<file path="config.mk">
export PLATFORM = sky130hd
export DESIGN_NAME = riscv_multi_ctrl
export DESIGN_NICKNAME = d
export VERILOG_FILES = /design/src/rtl/riscv_multi_ctrl.sv
export SDC_FILE = /design/constraint.sdc
export NUM_CORES = 1
export LEC_CHECK = 0
export ABC_AREA = 1
export BUFFER_PORTS_ARGS = -buffer_cell sky130_fd_sc_hd__buf_4
export CAP_MARGIN = 20
export CELL_PAD_IN_SITES_DETAIL_PLACEMENT = 1
export CELL_PAD_IN_SITES_GLOBAL_PLACEMENT = 2
export CORE_MARGIN = 1
export CORE_UTILIZATION = 19
export CTS_CLUSTER_SIZE = 24
export DETAILED_ROUTE_END_ITERATION = 16
export GPL_TIMING_DRIVEN = 0
export PLACE_DENSITY_LB_ADDON = 0.1
export SETUP_SLACK_MARGIN = 0.05
export SLEW_MARGIN = 20
export SYNTH_ARGS = -nofsm -noshare
export SYNTH_HDL_FRONTEND = slang
export SYNTH_SLANG_ARGS = --single-unit
</file>
<file path="constraint.sdc">
create_clock -name clk -period 3.2 [get_ports clk]
set_clock_uncertainty 0.15 [all_clocks]
set_input_delay 0.32 -clock clk [delete_from_list [all_inputs] [get_ports clk]]
set_output_delay 0.32 -clock clk [all_outputs]
set_load 0.01 [all_outputs]
</file>
<file path="src/rtl/riscv_multi_ctrl.sv">
//==============================================================================
// Module      : riscv_multi_ctrl
// Description : Multi-cycle RV32I subset control unit (Moore FSM plus ALU and
//               immediate decode) for lw/sw/R-type/I-type/beq/jal.
// Revision    : 1.0 - initial release
//==============================================================================
`timescale 1ns/1ps
`default_nettype none

module riscv_multi_ctrl #(
  parameter logic [3:0] RESET_STATE = 4'd0
) (
  input  logic       clk,
  input  logic       rst,
  input  logic [6:0] op,
  input  logic [2:0] funct3,
  input  logic       funct7b5,
  input  logic       zero,
  output logic       pc_we,
  output logic       adr_src,
  output logic       mem_we,
  output logic       ir_we,
  output logic       reg_we,
  output logic [1:0] res_src,
  output logic [1:0] alu_src_a,
  output logic [1:0] alu_src_b,
  output logic [1:0] imm_src,
  output logic [2:0] alu_ctrl,
  output logic       retire,
  output logic       err,
  output logic [3:0] state
);

  typedef enum logic [3:0] {
    S_FETCH    = 4'd0,
    S_DECODE   = 4'd1,
    S_MEMADR   = 4'd2,
    S_MEMREAD  = 4'd3,
    S_MEMWB    = 4'd4,
    S_MEMWRITE = 4'd5,
    S_EXECR    = 4'd6,
    S_EXECI    = 4'd7,
    S_ALUWB    = 4'd8,
    S_BEQ      = 4'd9,
    S_JAL      = 4'd10,
    S_ERROR    = 4'd15
  } state_t;

  localparam logic [2:0] c_alu_add = 3'b000;
  localparam logic [2:0] c_alu_sub = 3'b001;
  localparam logic [2:0] c_alu_and = 3'b010;
  localparam logic [2:0] c_alu_or  = 3'b011;
  localparam logic [2:0] c_alu_slt = 3'b101;

  localparam logic [6:0] c_op_load   = 7'b0000011;
  localparam logic [6:0] c_op_store  = 7'b0100011;
  localparam logic [6:0] c_op_rtype  = 7'b0110011;
  localparam logic [6:0] c_op_itype  = 7'b0010011;
  localparam logic [6:0] c_op_branch = 7'b1100011;
  localparam logic [6:0] c_op_jal    = 7'b1101111;

  state_t     r_state;
  state_t     w_next;
  logic       r_err;

  logic       w_pc_we;
  logic       w_adr_src;
  logic       w_mem_we;
  logic       w_ir_we;
  logic       w_reg_we;
  logic [1:0] w_res_src;
  logic [1:0] w_alu_src_a;
  logic [1:0] w_alu_src_b;
  logic [2:0] w_alu_ctrl;
  logic       w_retire;
  logic [2:0] w_alu_dec;
  logic       w_alu_ok;

  always_ff @(posedge clk or posedge rst) begin
    if (rst) begin
      r_state <= state_t'(RESET_STATE);
      r_err   <= 1'b0;
    end else begin
      r_state <= w_next;
      if (w_next == S_ERROR)
        r_err <= 1'b1;
    end
  end

  // ALU decode; an unsupported funct3 diverts EXECR/EXECI to ERROR.
  always_comb begin
    w_alu_dec = c_alu_add;
    w_alu_ok  = 1'b1;
    case (funct3)
      3'b000:  w_alu_dec = (op[5] && funct7b5) ? c_alu_sub : c_alu_add;
      3'b010:  w_alu_dec = c_alu_slt;
      3'b110:  w_alu_dec = c_alu_or;
      3'b111:  w_alu_dec = c_alu_and;
      default: w_alu_ok  = 1'b0;
    endcase
  end

  always_comb begin
    w_next      = r_state;
    w_pc_we     = 1'b0;
    w_adr_src   = 1'b0;
    w_mem_we    = 1'b0;
    w_ir_we     = 1'b0;
    w_reg_we    = 1'b0;
    w_res_src   = 2'b00;
    w_alu_src_a = 2'b00;
    w_alu_src_b = 2'b00;
    w_alu_ctrl  = c_alu_add;
    w_retire    = 1'b0;
    case (r_state)
      S_FETCH: begin
        w_next      = S_DECODE;
        w_ir_we     = 1'b1;
        w_alu_src_b = 2'b10;
        w_res_src   = 2'b10;
        w_pc_we     = 1'b1;
      end
      S_DECODE: begin
        w_alu_src_a = 2'b01;
        w_alu_src_b = 2'b01;
        case (op)
          c_op_load, c_op_store: w_next = S_MEMADR;
          c_op_rtype:            w_next = S_EXECR;
          c_op_itype:            w_next = S_EXECI;
          c_op_branch:           w_next = S_BEQ;
          c_op_jal:              w_next = S_JAL;
          default:               w_next = S_ERROR;
        endcase
      end
      S_MEMADR: begin
        w_next      = op[5] ? S_MEMWRITE : S_MEMREAD;
        w_alu_src_a = 2'b10;
        w_alu_src_b = 2'b01;
      end
      S_MEMREAD: begin
        w_next    = S_MEMWB;
        w_adr_src = 1'b1;
      end
      S_MEMWB: begin
        w_next    = S_FETCH;
        w_res_src = 2'b01;
        w_reg_we  = 1'b1;
        w_retire  = 1'b1;
      end
      S_MEMWRITE: begin
        w_next    = S_FETCH;
        w_adr_src = 1'b1;
        w_mem_we  = 1'b1;
        w_retire  = 1'b1;
      end
      S_EXECR: begin
        w_next      = w_alu_ok ? S_ALUWB : S_ERROR;
        w_alu_src_a = 2'b10;
        w_alu_ctrl  = w_alu_dec;
      end
      S_EXECI: begin
        w_next      = w_alu_ok ? S_ALUWB : S_ERROR;
        w_alu_src_a = 2'b10;
        w_alu_src_b = 2'b01;
        w_alu_ctrl  = w_alu_dec;
      end
      S_ALUWB: begin
        w_next   = S_FETCH;
        w_reg_we = 1'b1;
        w_retire = 1'b1;
      end
      S_BEQ: begin
        w_next      = S_FETCH;
        w_alu_src_a = 2'b10;
        w_alu_ctrl  = c_alu_sub;
        w_pc_we     = zero;
        w_retire    = 1'b1;
      end
      S_JAL: begin
        w_next      = S_ALUWB;
        w_alu_src_a = 2'b01;
        w_alu_src_b = 2'b10;
        w_pc_we     = 1'b1;
      end
      S_ERROR: w_next = S_ERROR;
      default: w_next = S_ERROR;
    endcase
  end

  always_comb begin
    imm_src = 2'b00;
    case (op)
      c_op_store:  imm_src = 2'b01;
      c_op_branch: imm_src = 2'b10;
      c_op_jal:    imm_src = 2'b11;
      default:     imm_src = 2'b00;
    endcase
  end

  // Enables are gated by rst so nothing pulses while reset is held.
  assign pc_we     = w_pc_we  & ~rst;
  assign ir_we     = w_ir_we  & ~rst;
  assign mem_we    = w_mem_we & ~rst;
  assign reg_we    = w_reg_we & ~rst;
  assign retire    = w_retire & ~rst;
  assign adr_src   = w_adr_src;
  assign res_src   = w_res_src;
  assign alu_src_a = w_alu_src_a;
  assign alu_src_b = w_alu_src_b;
  assign alu_ctrl  = w_alu_ctrl;
  assign err       = r_err;
  assign state     = r_state;

endmodule

`default_nettype wire

</file>
==> results.toml <==
[power_and_ir_drop]
power.leakage_uw = 0.000534
ir_drop_uv = 443
powerDensity_nw_per_um2 = 836
finalPower_uw = 759

[floorplanning]
dieWidth_um = 56.7
num_rows = 19
initial_core_util = 0.203
io_pins = 36
die-area_um2 = 3220
coreArea_um2 = 2810
fp.dieH_um = 56.7

[critical_path]
crit_required_ns = 2.73
r2r_end = "err$_DFFE_PP0N_"
r2r_start = "state[0]$_DFF_PP0_"
rr_worst_depth = 8
cp.arrival_ns = 1.57
cp_max_fo = 6
start_kind = "flop"
crit_type = "reg -> out"
end_kind = "output port"
regToRegSetupSlack_ns = 1.68

[route]
vias_per_cell = 4.46
ant_nets = 0
drt_wl_total_um = 1900
wl_per_cell_um = 10.9
drc = 4
num_vias = 780
first_iter_violations = 18
drtPass1Iterations = 10

[cts]
htreeDepth = 1
clock_path_buffers = 2
cts_buffers = 3
post_cts_buffers = 0
ctsRootBufferMaster = "clkbuf_4"
cts.sinks = 5
cts_tree = "yes"
clk_pin_slew_ns = 0.04
clock_latency_ns = 0.24

[sta]
finalCriticalPeriod_ns = 2.04
hold_violations = 0
setup_viol = 0
fmax_mhz = 490
fin_setup_tns_ns = 0
tightest_slew_ns = 0.268
slew_headroom = 0.822
finalCritPeriodShare = 0.638
maxSlewViolCount = 0
finalWorstSetupSlack_ns = 1.16
grt_setup_unrepaired = "false"

[hold_path]
hold_path_depth = 2
hold_end = "err$_DFFE_PP0N_"
hp-class = "reg -> reg"
hp-start = "err$_DFFE_PP0N_"

[final_layout]
syn2layout_area_growth_pct = 59.3
drive_gt1_frac = 0.347
diodes = 0
final_nets = 159
nFillCells = 377

[synth]
synth_area_leaders = "dfrtp_1, nand2_1, nor2_1"
ys_async_sr_fraction = 1.00
synth_fp_nets = 118
yosysTopAreaCell = "dfrtp_1"
synth_flop_cell = "dfrtp_1"
synth_area_um2 = 569
synth_edf_count = 0
synth_seq_area_share = 0.220
yosys-top-cells-count = "nand2_1, nor2_1, inv_1, nand3_1, nor2_2"
synth_top_area_frac = 0.220
syn-instance-count = 104
syn-mean-instance-area_um2 = 5.47
yosysWarningCount = 0
ys_types = 17
yosysMostFrequentCell = "nand2_1"
synth.ff_latch_count = 5

[grt]
grt_max_degree = 8
overflow = 0
track_usage = 0.127
grt_pass1_vias = 766
grt_pass1_wl_um = 3280
antenna_found_initial = 0

[status]
violations = "design-rule violations"
status = "complete, but fails checks"

[placement]
gp_congestion = 0.744
dpl.hpwl_um = 1620
port-buffer-count = 35
dp_slack_ns = 1.37

[run]
drv_cap = 0
==> state kept, by name, indices dropped and copies added, names as in the netlist <==
| name | cells |
|---|---|
| err | 1 |
| state | 4 |
==> worst max-delay path by stage <==
stage / start / end / cells after the start
2_1_floorplan: state[3]$_DFF_PP0_ / retire / 6
3_3_place_gp: state[3]$_DFF_PP0_ / retire / 7
4_1_cts: state[3]$_DFF_PP0_ / retire / 7
5_1_grt: state[3]$_DFF_PP0_ / retire / 7
6_report: state[3]$_DFF_PP0_ / retire / 7
3_5_place_dp: state[3]$_DFF_PP0_ / retire / 7
==> what timing repair did <==
item | CTS | global route
endpoints found under the setup margin | 0 | 0
gates resized for setup | 0 | 0
hold buffers | 1 | 0
hold endpoints to repair | 5 | 0
==> area by class of cell <==
type                            instances  area (um^2)  area share
Multi-Input combinational cell         78          365       0.403
Timing Repair Buffer                   36          273       0.301
Sequential cell                         5          125       0.138
Inverter                               21         78.8      0.0869
Tap cell                               31         38.8      0.0428
Clock buffer                            4         26.3      0.0290
==> power by group <==
group / total, uW / switching, uW / internal [uW]
clock: 71.6 / 24.5 / 47.0
sequential: 143 / 52.3 / 91.1
combinational: 544 / 310 / 234
total: 759 / 387 / 372
==> stage by stage <==
step	hold WS, ns	instance area [um^2]	util	cells
after floorplan	-0.0515	569	-	104
after global placement	0.115	871	0.310	170
after detailed placement	0.122	871	0.310	170
after CTS	0.325	907	0.323	175
after global routing	0.356	907	0.323	175
final	0.328	907	0.323	175
==> placed cells by master, fill, tap and decap left out, types with 3 or more instances in the layout <==
cell,count
buf_4,35
clkbuf_4,3
dfrtp_1,5
inv_1,19
nand2_1,26
nand3_1,8
nor2_1,20
nor2_2,6
nor3_1,3
o21ai_0,3
==> worst max-delay path: stages (launching register included) <==
cell and delay [ns]:
dfrtp_1 0.44, inv_1 0.10, nor2_1 0.18, inv_1 0.06
nor2_1 0.14, inv_1 0.11, a31oi_1 0.17, buf_4 0.14
==> per-layer routing <==
layer | vias up | share of wire | global-route usage
li1 | 402 | - | -
met1 | 357 | 0.47 | 0.164
met2 | 19 | 0.47 | 0.219
met3 | 2 | 0.057 | 0.0253
met4 | 0 | 0.0026 | 0.0209
met5 | - | 0 | 0
==> kinds of logic after synthesis <==
logic type,share of synthesized area
buffers and inverters,0.138
AOI/OAI and AO/OA,0.0967
and+or+nand+nor,0.545
DFF,0.220
Note: power is estimated with default switching activity, not from simulation.
